`config.mk`:
```
export PLATFORM = sky130hd
export DESIGN_NAME = mem_arbiter_flat
export DESIGN_NICKNAME = d
export VERILOG_FILES = /design/src/rtl/mem_arbiter_if.sv /design/src/rtl/mem_arbiter.sv /design/src/flat_wrapper.sv
export SDC_FILE = /design/constraint.sdc
export NUM_CORES = 1
export LEC_CHECK = 0
export CORE_MARGIN = 2
export CORE_UTILIZATION = 34
export CTS_CLUSTER_DIAMETER = 150
export DETAILED_ROUTE_END_ITERATION = 7
export PLACE_DENSITY = 0.77
export SETUP_SLACK_MARGIN = 0.15
export SYNTH_ARGS = -nofsm -noshare
export SYNTH_HDL_FRONTEND = slang
export SYNTH_SLANG_ARGS = --single-unit
```
`constraint.sdc`:
```
create_clock -name clk -period 1.9 [get_ports clk]
set_input_delay 0.19 -clock clk [delete_from_list [all_inputs] [get_ports clk]]
set_output_delay 0.19 -clock clk [all_outputs]
set_load 0.05 [all_outputs]
```
`src/rtl/mem_arbiter_if.sv`:
```
// Fetch/data requester ports and the shared RAM command bus of mem_arbiter.
// slave is the arbiter's view; master is the requesters-plus-RAM view.
interface mem_arbiter_if #(
  parameter int XLEN      = 32,
  parameter int RAM_WIDTH = 16
);
  logic                 if_req_i;
  logic [XLEN-1:0]      if_addr_i;
  logic                 if_gnt_o;
  logic                 if_rvalid_o;
  logic [XLEN-1:0]      if_rdata_o;
  logic                 if_err_o;

  logic                 dm_req_i;
  logic                 dm_we_i;
  logic [1:0]           dm_width_i;
  logic [XLEN-1:0]      dm_addr_i;
  logic [XLEN-1:0]      dm_wdata_i;
  logic                 dm_gnt_o;
  logic                 dm_rvalid_o;
  logic [XLEN-1:0]      dm_rdata_o;
  logic                 dm_err_o;

  logic                 ram_w_rn_o;
  logic [1:0]           ram_width_o;
  logic [RAM_WIDTH-1:0] ram_addr_o;
  logic [XLEN-1:0]      ram_data_o;
  logic [XLEN-1:0]      ram_data_i;

  modport slave (
    input  if_req_i, if_addr_i,
    output if_gnt_o, if_rvalid_o, if_rdata_o, if_err_o,
    input  dm_req_i, dm_we_i, dm_width_i, dm_addr_i, dm_wdata_i,
    output dm_gnt_o, dm_rvalid_o, dm_rdata_o, dm_err_o,
    output ram_w_rn_o, ram_width_o, ram_addr_o, ram_data_o,
    input  ram_data_i
  );

  modport master (
    output if_req_i, if_addr_i,
    input  if_gnt_o, if_rvalid_o, if_rdata_o, if_err_o,
    output dm_req_i, dm_we_i, dm_width_i, dm_addr_i, dm_wdata_i,
    input  dm_gnt_o, dm_rvalid_o, dm_rdata_o, dm_err_o,
    input  ram_w_rn_o, ram_width_o, ram_addr_o, ram_data_o,
    output ram_data_i
  );
endinterface

```
`src/rtl/mem_arbiter.sv`:
```
// Round-robin arbiter between instruction fetch and load/store ports for the
// shared RAM: grant in IDLE, one RAM access in SERVE, registered response after.
module mem_arbiter #(
  parameter int XLEN      = 32,
  parameter int RAM_WIDTH = 16
) (
  input  logic           clk,
  input  logic           reset_n,
  mem_arbiter_if.slave   bus
);

  typedef enum logic {IDLE, SERVE} state_t;

  state_t               state_q, state_d;
  logic                 prio_dm_q, prio_dm_d;
  logic                 port_dm_q, port_dm_d;
  logic                 we_q, we_d;
  logic [1:0]           width_q, width_d;
  logic [RAM_WIDTH-1:0] addr_q, addr_d;
  logic [XLEN-1:0]      wdata_q, wdata_d;
  logic                 fault_q, fault_d;
  logic                 if_rvalid_q, if_rvalid_d;
  logic                 dm_rvalid_q, dm_rvalid_d;
  logic [XLEN-1:0]      rdata_q, rdata_d;
  logic                 err_q, err_d;

  logic                 dm_wins;
  logic                 sel_we;
  logic [1:0]           sel_width;
  logic [XLEN-1:0]      sel_addr;
  logic                 sel_fault;
  logic                 if_gnt, dm_gnt;
  logic                 ram_we;
  logic [1:0]           ram_width;
  logic [RAM_WIDTH-1:0] ram_addr;
  logic [XLEN-1:0]      ram_wdata;

  // Data port wins when it is the only requester or the pointer favours it.
  assign dm_wins   = bus.dm_req_i & (~bus.if_req_i | prio_dm_q);
  assign sel_we    = dm_wins ? bus.dm_we_i    : 1'b0;
  assign sel_width = dm_wins ? bus.dm_width_i : 2'b10;
  assign sel_addr  = dm_wins ? bus.dm_addr_i  : bus.if_addr_i;

  always_comb begin
    sel_fault = 1'b0;
    if (|sel_addr[XLEN-1:RAM_WIDTH])
      sel_fault = 1'b1;
    case (sel_width)
      2'b01:   if (sel_addr[0]) sel_fault = 1'b1;
      2'b10:   if (|sel_addr[1:0]) sel_fault = 1'b1;
      2'b11:   sel_fault = 1'b1;
      default: ;
    endcase
  end

  always_comb begin
    state_d     = state_q;
    prio_dm_d   = prio_dm_q;
    port_dm_d   = port_dm_q;
    we_d        = we_q;
    width_d     = width_q;
    addr_d      = addr_q;
    wdata_d     = wdata_q;
    fault_d     = fault_q;
    if_rvalid_d = 1'b0;
    dm_rvalid_d = 1'b0;
    rdata_d     = rdata_q;
    err_d       = err_q;
    if_gnt      = 1'b0;
    dm_gnt      = 1'b0;
    ram_we      = 1'b0;
    ram_width   = 2'b10;
    ram_addr    = '0;
    ram_wdata   = '0;

    case (state_q)
      IDLE: begin
        // Gating with reset_n keeps grants low while reset is held.
        if (reset_n && (bus.if_req_i || bus.dm_req_i)) begin
          dm_gnt    = dm_wins;
          if_gnt    = ~dm_wins;
          prio_dm_d = ~dm_wins;
          port_dm_d = dm_wins;
          we_d      = sel_we;
          width_d   = sel_width;
          addr_d    = sel_addr[RAM_WIDTH-1:0];
          wdata_d   = dm_wins ? bus.dm_wdata_i : '0;
          fault_d   = sel_fault;
          state_d   = SERVE;
        end
      end
      SERVE: begin
        state_d = IDLE;
        if (!fault_q) begin
          ram_we    = we_q;
          ram_width = width_q;
          ram_addr  = addr_q;
          ram_wdata = wdata_q;
        end
        if_rvalid_d = ~port_dm_q;
        dm_rvalid_d = port_dm_q;
        rdata_d     = (fault_q || we_q) ? '0 : bus.ram_data_i;
        err_d       = fault_q;
      end
      default: state_d = IDLE;
    endcase
  end

  always_ff @(posedge clk or negedge reset_n) begin
    if (!reset_n) begin
      state_q     <= IDLE;
      prio_dm_q   <= 1'b1;
      port_dm_q   <= 1'b0;
      we_q        <= 1'b0;
      width_q     <= 2'b10;
      addr_q      <= '0;
      wdata_q     <= '0;
      fault_q     <= 1'b0;
      if_rvalid_q <= 1'b0;
      dm_rvalid_q <= 1'b0;
      rdata_q     <= '0;
      err_q       <= 1'b0;
    end else begin
      state_q     <= state_d;
      prio_dm_q   <= prio_dm_d;
      port_dm_q   <= port_dm_d;
      we_q        <= we_d;
      width_q     <= width_d;
      addr_q      <= addr_d;
      wdata_q     <= wdata_d;
      fault_q     <= fault_d;
      if_rvalid_q <= if_rvalid_d;
      dm_rvalid_q <= dm_rvalid_d;
      rdata_q     <= rdata_d;
      err_q       <= err_d;
    end
  end

  assign bus.if_gnt_o    = if_gnt;
  assign bus.dm_gnt_o    = dm_gnt;
  assign bus.if_rvalid_o = if_rvalid_q;
  assign bus.dm_rvalid_o = dm_rvalid_q;
  assign bus.if_rdata_o  = if_rvalid_q ? rdata_q : '0;
  assign bus.dm_rdata_o  = dm_rvalid_q ? rdata_q : '0;
  assign bus.if_err_o    = if_rvalid_q & err_q;
  assign bus.dm_err_o    = dm_rvalid_q & err_q;
  assign bus.ram_w_rn_o  = ram_we;
  assign bus.ram_width_o = ram_width;
  assign bus.ram_addr_o  = ram_addr;
  assign bus.ram_data_o  = ram_wdata;

endmodule

```
`src/flat_wrapper.sv`:
```
// flat-port wrapper written by rule: the top's interface ports become plain ports
module mem_arbiter_flat 
#(
  parameter int XLEN      = 32,
  parameter int RAM_WIDTH = 16
)
  (clk, reset_n, bus_if_req_i, bus_if_addr_i, bus_if_gnt_o, bus_if_rvalid_o, bus_if_rdata_o, bus_if_err_o, bus_dm_req_i, bus_dm_we_i, bus_dm_width_i, bus_dm_addr_i, bus_dm_wdata_i, bus_dm_gnt_o, bus_dm_rvalid_o, bus_dm_rdata_o, bus_dm_err_o, bus_ram_w_rn_o, bus_ram_width_o, bus_ram_addr_o, bus_ram_data_o, bus_ram_data_i);
  mem_arbiter_if #(.XLEN(XLEN), .RAM_WIDTH(RAM_WIDTH)) bus_i ();
  input  logic clk;
  input  logic reset_n;
  input wire logic [$bits(bus_i.if_req_i)-1:0] bus_if_req_i;
  input wire logic [$bits(bus_i.if_addr_i)-1:0] bus_if_addr_i;
  output wire logic [$bits(bus_i.if_gnt_o)-1:0] bus_if_gnt_o;
  output wire logic [$bits(bus_i.if_rvalid_o)-1:0] bus_if_rvalid_o;
  output wire logic [$bits(bus_i.if_rdata_o)-1:0] bus_if_rdata_o;
  output wire logic [$bits(bus_i.if_err_o)-1:0] bus_if_err_o;
  input wire logic [$bits(bus_i.dm_req_i)-1:0] bus_dm_req_i;
  input wire logic [$bits(bus_i.dm_we_i)-1:0] bus_dm_we_i;
  input wire logic [$bits(bus_i.dm_width_i)-1:0] bus_dm_width_i;
  input wire logic [$bits(bus_i.dm_addr_i)-1:0] bus_dm_addr_i;
  input wire logic [$bits(bus_i.dm_wdata_i)-1:0] bus_dm_wdata_i;
  output wire logic [$bits(bus_i.dm_gnt_o)-1:0] bus_dm_gnt_o;
  output wire logic [$bits(bus_i.dm_rvalid_o)-1:0] bus_dm_rvalid_o;
  output wire logic [$bits(bus_i.dm_rdata_o)-1:0] bus_dm_rdata_o;
  output wire logic [$bits(bus_i.dm_err_o)-1:0] bus_dm_err_o;
  output wire logic [$bits(bus_i.ram_w_rn_o)-1:0] bus_ram_w_rn_o;
  output wire logic [$bits(bus_i.ram_width_o)-1:0] bus_ram_width_o;
  output wire logic [$bits(bus_i.ram_addr_o)-1:0] bus_ram_addr_o;
  output wire logic [$bits(bus_i.ram_data_o)-1:0] bus_ram_data_o;
  input wire logic [$bits(bus_i.ram_data_i)-1:0] bus_ram_data_i;
  assign bus_i.if_req_i = bus_if_req_i;
  assign bus_i.if_addr_i = bus_if_addr_i;
  assign bus_if_gnt_o = bus_i.if_gnt_o;
  assign bus_if_rvalid_o = bus_i.if_rvalid_o;
  assign bus_if_rdata_o = bus_i.if_rdata_o;
  assign bus_if_err_o = bus_i.if_err_o;
  assign bus_i.dm_req_i = bus_dm_req_i;
  assign bus_i.dm_we_i = bus_dm_we_i;
  assign bus_i.dm_width_i = bus_dm_width_i;
  assign bus_i.dm_addr_i = bus_dm_addr_i;
  assign bus_i.dm_wdata_i = bus_dm_wdata_i;
  assign bus_dm_gnt_o = bus_i.dm_gnt_o;
  assign bus_dm_rvalid_o = bus_i.dm_rvalid_o;
  assign bus_dm_rdata_o = bus_i.dm_rdata_o;
  assign bus_dm_err_o = bus_i.dm_err_o;
  assign bus_ram_w_rn_o = bus_i.ram_w_rn_o;
  assign bus_ram_width_o = bus_i.ram_width_o;
  assign bus_ram_addr_o = bus_i.ram_addr_o;
  assign bus_ram_data_o = bus_i.ram_data_o;
  assign bus_i.ram_data_i = bus_ram_data_i;
  mem_arbiter #(.XLEN(XLEN), .RAM_WIDTH(RAM_WIDTH)) u_core (.clk(clk), .reset_n(reset_n), .bus(bus_i));
endmodule
```
==> results of run 1 <==
## critical path: cells and delay by family (launching register included)
family          cells  cell delay (ns)
buf+inv            10             1.11
flops               1             0.57
compound gates      1             0.10
## flip-flops by register name (all words and copies together) (netlist names), 2 cells and up
name	flops
u_core.width_q	2
u_core.addr_q	16
u_core.wdata_q	32
u_core.rdata_q	32
## layout make-up
class                           count  area, um2  share of cell area, %
Clock inverter                      5       53.8                  0.585
Inverter                           53        199                   2.16
Tap cell                          172        215                   2.34
Timing Repair Buffer              302       4270                   46.4
Sequential cell                    90       2250                   24.5
Clock buffer                       11        243                   2.64
Multi-Input combinational cell    273       1960                   21.3
## per-stage QoR
step	setup TNS [ns]	instances	cell area [um2]	utilization [%]	power [mW]
after global placement	-0.0155	865	8400	67.1	4.24
final	0	906	9190	73.5	6.30
after detailed placement	-0.127	865	8400	67.1	4.31
after floorplan	0	447	4340	-	3.26
after global routing	0	906	9190	73.5	6.61
after CTS	0	898	8900	71.1	6.20
## final timing paths
| kind | startpoint | to | slack, ns | cells past startpoint |
|---|---|---|---|---|
| max | u_core.prio_dm_q | u_core.prio_dm_q | 0.07 | 11 |
| min reg2reg | u_core.port_dm_q | u_core.bus.if_rvalid_o | 0.45 | 1 |
| max reg2reg | u_core.prio_dm_q | u_core.prio_dm_q | 0.07 | 11 |
| min | reset_n | u_core.fault_q | 0.16 | 2 |
| max in group asynchronous | reset_n | u_core.addr_q[15] | 1.01 | 2 |
| min in group clk | bus_ram_data_i[7] | u_core.rdata_q[7] | 0.41 | 3 |
## cell families after synthesis
kind of cell / Yosys count / synth area share [%]
compound gates: 90 / 15.3
fa+ha+maj: 3 / 0.866
buf+inv: 84 / 7.88
flops: 90 / 52.0
mux: 3 / 0.722
simple gates: 177 / 23.2
## what timing repair did
action / in CTS / in global routing
setup buffers: 17 / 5
cloned: 0 / 3
pin swaps: 9 / 23
gates resized for setup: 18 / 63
setup endpoints to repair: 52 / 86
## where the power goes
part	switching (mW)	internal (mW)	total, mW
Clock	0.728	1.05	1.78
Sequential	0.229	2.23	2.46
Combinational	0.963	1.09	2.06
Total	1.92	4.38	6.30
## metal layers
| layer | GRT usage, % | routed length [um] | vias to the layer above |
|---|---|---|---|
| met2 | 39.5 | 8230 | 220 |
| met5 | 0 | 0 | - |
| met4 | 9.73 | 510 | 0 |
| li1 | - | - | 2039 |
| met3 | 6.54 | 1270 | 36 |
| met1 | 25.1 | 5810 | 2116 |
## cells in the final DEF, fill, tap and decap left out, types with 8 or more instances in the layout
master	count
clkdlybuf4s50_1	132
inv_1	50
nand2_1	36
and2_4	49
a22o_1	33
buf_12	127
a222oi_1	14
nor4_1	8
o21ai_0	32
buf_4	31
and2_1	68
clkbuf_16	11
dfrtp_1	88
==> results.yml, run 1 <==
placed_design:
  place_ws_ns: -0.127
  gp_congestion: 0.812
  dp_hpwl_mm: 11.5
  port_buffers: 255
synthesis:
  synth_enable_flop_cells: 0
  syn_avg_cell_area_um2: 9.70
  yosysTopAreaCellShare_pct: 50.8
  synth_cell_types: 29
  yosysTopAreaCell: "dfrtp_1"
  synth_most_common_cell: "and2_1"
  synth_common_cells: "and2_1 (117), dfrtp_1 (88), inv_1 (51)"
  async_flop_share_pct: 100
  ys_seq_area_share_pct: 52.0
  synthTopCellsByArea: "dfrtp_1 (51%), and2_1 (17%), a22o_1 (6.7%)"
  synth-seq-cells: 90
  ys.warnings.count: 0
  synth_ff_type: "dfrtp_1"
  syn_area_um2: 4330
  synthCells: 447
  syn_nets: 585
sta:
  finalSetupViolations: 0
  finalHoldViolations: 0
  slew_headroom_pct: 24.4
  hold_ws_ns: 0.160
  fin_skew_ns: 0.00966
  fin_crit_sh_pct: 96.1
  worst_pin_slew_ns: 1.13
  fmax_mhz: 548
  layout_setup_ws_ns: 0.0747
  maxSlewViolCount: 0
  period_minus_slack_ns: 1.83
  rsz0062_at_grt: "true"
global_routing:
  grt_overflow: 0
  grt_pass1_wl_mm: 23.5
  grt_pass1_vias: 4591
  antenna_found_initial: 0
  grt_max_degree: 91
  gr-usage-all-layers_pct: 22.4
setup_path:
  required_ns: 2.17
  crit_path_start_kind: "flip-flop"
  crit_type: "reg -> reg"
  path_max_fanout: 2
  cp.arrival_ns: 2.10
  cp-end-kind: "flip-flop"
  crit_path_max_incr_delay_ns: 0.57
  crit_slowest_cell: "dfstp_2"
  cp_cell_sequence: "inv_2 > buf_4 > buf_4 > buf_4 > buf_4 > buf_4 > buf_4 > buf_4 > buf_6 > buf_6 > a21oi_2"
  crit_top_cell: "buf_4"
clock_tree:
  htreeDepth: 3
  clk_path_buf_depth: 2
  clk_pin_slew_ns: 0.07
  cts_tree: "done"
  cts_made_buffers: 9
  clk_latency_ns: 0.34
  clock-sinks: 90
  cts_root_buffer: "clkbuf_16"
  cts_hold_buf: 0
cells_and_area:
  nets: 867
  nFillCells: 864
  diodes: 0
  area_growth_pct: 112
  drive_above_1_share_pct: 34.7
die:
  die-area_um2: 13700
  die_x_um: 117
  rows: 41
  coreArea_um2: 12500
  die_h_um: 117
  start_util_pct: 34.6
  io_pins: 256
drt:
  first_iter_violations: 350
  postRouteAntennaNets: 0
  vias_per_cell: 4.87
  dr.pass1.iters: 8
  num_vias: 4411
  drc: 0
  wl_mm: 15.8
  drt-wirelength-per-cell_um: 17.5
power:
  ir_worst_vdd_uv: 503
  leakage_nw: 4.07
  p_per_area_nw_per_um2: 685
hold_path:
  min_path_type: "in -> async"
status:
  outcome: "completed"
flow_run:
  timing.max_cap.violations: 0
(Power assumes the default switching activity.)
==> run 2, diff against run 1 <==
--- a/config.mk
+++ b/config.mk
@@ -5,11 +5,12 @@
 export SDC_FILE = /design/constraint.sdc
 export NUM_CORES = 1
 export LEC_CHECK = 0
+export ABC_CLOCK_PERIOD_IN_PS = 1700
 export CORE_MARGIN = 2
-export CORE_UTILIZATION = 34
+export CORE_UTILIZATION = 38
 export CTS_CLUSTER_DIAMETER = 150
 export DETAILED_ROUTE_END_ITERATION = 7
-export PLACE_DENSITY = 0.77
+export PLACE_DENSITY = 0.81
 export SETUP_SLACK_MARGIN = 0.15
 export SYNTH_ARGS = -nofsm -noshare
 export SYNTH_HDL_FRONTEND = slang
==> constraint.sdc (replaced) <==
create_clock -name clk -period 1.7 [get_ports clk]
set_input_delay 0.17 -clock clk [delete_from_list [all_inputs] [get_ports clk]]
set_output_delay 0.17 -clock clk [all_outputs]
set_load 0.05 [all_outputs]
==> run 2 against run 1 <==
  * The flow now finishes with violations (setup timing)
  * Setup slack got worse by 0.36 ns
  * Clock skew grew 0.0063 ns
  * Hold slack improved by 0.00073 ns
  * Non-clock buffer count increased by 17
  * Register-to-register slack lost 0.36 ns
  * Sequential power is 13% higher
==> results.yml, run 2 (synthesis results as in run 1) <==
cells_and_area:
  area_growth_pct: 123
  fin_util_pct: 88.2
  drive_above_1_share_pct: 43.3
  nFillCells: 437
  layout_common_cells: "clkdlybuf4s50_1 (132), buf_12 (126), dfrtp_1 (88)"
  register_area_um2: 2250
  largestRegisters: "u_core.rdata_q (32), u_core.wdata_q (32), u_core.addr_q (16)"
  multi_input_area_um2: 2230
  nets: 884
  diodes: 0
  final_common_cell: "clkdlybuf4s50_1"
drt:
  drt-wirelength-per-cell_um: 22.7
  dr.pass1.iters: 6
  drc: 0
  wl_mm: 20.2
  vias_per_cell: 5.40
  postRouteAntennaNets: 0
  num_vias: 4807
  first_iter_violations: 346
clock_tree:
  cts_tree: "done"
  clk_path_buf_depth: 2
  clock-sinks: 90
  clk_pin_slew_ns: 0.07
  cts_root_buffer: "clkbuf_16"
  clk_latency_ns: 0.34
  cts_made_buffers: 9
  htreeDepth: 3
power:
  ir_worst_vdd_uv: 620
  p_per_area_nw_per_um2: 759
  power.total_mw: 7.35
  leakage_nw: 4.42
global_routing:
  grt_pass1_vias: 4975
  antenna_found_initial: 0
  grt_pass1_wl_mm: 27.3
  grt_max_degree: 91
  grt_overflow: 0
  gr-usage-all-layers_pct: 28.1
sta:
  maxSlewViolCount: 0
  rsz0062_at_grt: "true"
  layout_setup_ws_ns: -0.280
  slew_headroom_pct: 23.5
  fin_tns_setup_ns: -8.94
  fmax_mhz: 505
  finalHoldViolations: 0
  finalSetupViolations: 94
  period_minus_slack_ns: 1.98
  fin_crit_sh_pct: 116
  fin_skew_ns: 0.0159
  worst_pin_slew_ns: 1.15
setup_path:
  reg2regPathDepth: 8
  crit_path_start_kind: "flip-flop"
  required_ns: 1.90
  rrSetupSlack_ns: -0.28
  r2r_end: "u_core.addr_q[4]"
  worstReg2RegStart: "u_core.prio_dm_q"
  cp-end-kind: "flip-flop"
  path_max_fanout: 6
  cp.arrival_ns: 2.18
  crit_type: "reg -> reg"
die:
  die_h_um: 111
  coreArea_um2: 11000
  rows: 38
  io_pins: 256
  die-area_um2: 12300
  die_x_um: 111
  start_util_pct: 39.5
status:
  failed_checks: "setup timing"
  outcome: "finished with violations"
flow_run:
  timing.max_cap.violations: 0
placed_design:
  gp_congestion: 0.792
  place_ws_ns: -0.326
  port_buffers: 255
  dp_hpwl_mm: 11.6
hold_path:
  min_path_type: "in -> async"
run 2: timing repair:
action,4_1_cts,5_1_grt
cloned,3,5
pin swaps,25,60
endpoints found under the setup margin,104,134
buffers inserted,24,11
hold buffers,0,0
gates resized for setup,60,152
run 2: worst max path at each step:
stage / startpoint / endpoint / slack, ns / cells after the start
3_3_place_gp: bus_if_req_i / u_core.fault_q / -0.18 / 8
3_5_place_dp: bus_if_req_i / u_core.fault_q / -0.33 / 8
2_1_floorplan: u_core.prio_dm_q / u_core.fault_q / -0.01 / 7
6_report: u_core.prio_dm_q / u_core.addr_q[4] / -0.28 / 8
5_1_grt: u_core.prio_dm_q / u_core.addr_q[7] / -0.32 / 9
4_1_cts: u_core.prio_dm_q / bus_if_gnt_o / -0.13 / 7
run 2: metrics by stage:
step                hold slack (ns)  area, um2  instances
floorplan                    -0.126       4410        447
global placement              0.446       8410        832
detailed placement            0.451       8410        832
CTS                           0.203       9100        875
global route                  0.277       9680        891
finish                        0.160       9680        891
run 2: final cells by class:
class	count	area share, %
Clock buffer	10	2.36
Clock inverter	6	0.452
Inverter	53	2.05
Multi-Input combinational cell	273	23.1
Sequential cell	90	23.3
Tap cell	140	1.81
Timing Repair Buffer	319	47.0
run 2: power breakdown:
| group | leakage, nW | switching (mW) | internal, mW |
|---|---|---|---|
| logic | 3.13 | 1.30 | 1.38 |
| clock network | 0.121 | 0.890 | 0.993 |
| registers | 1.17 | 0.296 | 2.50 |
run 2: worst max-delay path: stages (launching register included):
cell	delay (ns)
dfstp_2	0.39
buf_4	0.14
o21ai_4	0.20
buf_6	0.17
nor2_4	0.06
buf_8	0.14
buf_4	0.14
a222oi_1	0.48
inv_1	0.12
run 2: routing by layer:
layer | wire length, um | global-route usage (%) | up-vias
li1 | - | - | 2070
met1 | 7170 | 31.3 | 2383
met2 | 10600 | 50.7 | 306
met3 | 1760 | 8.31 | 48
met4 | 716 | 10.5 | 0
met5 | 0 | 0 | -
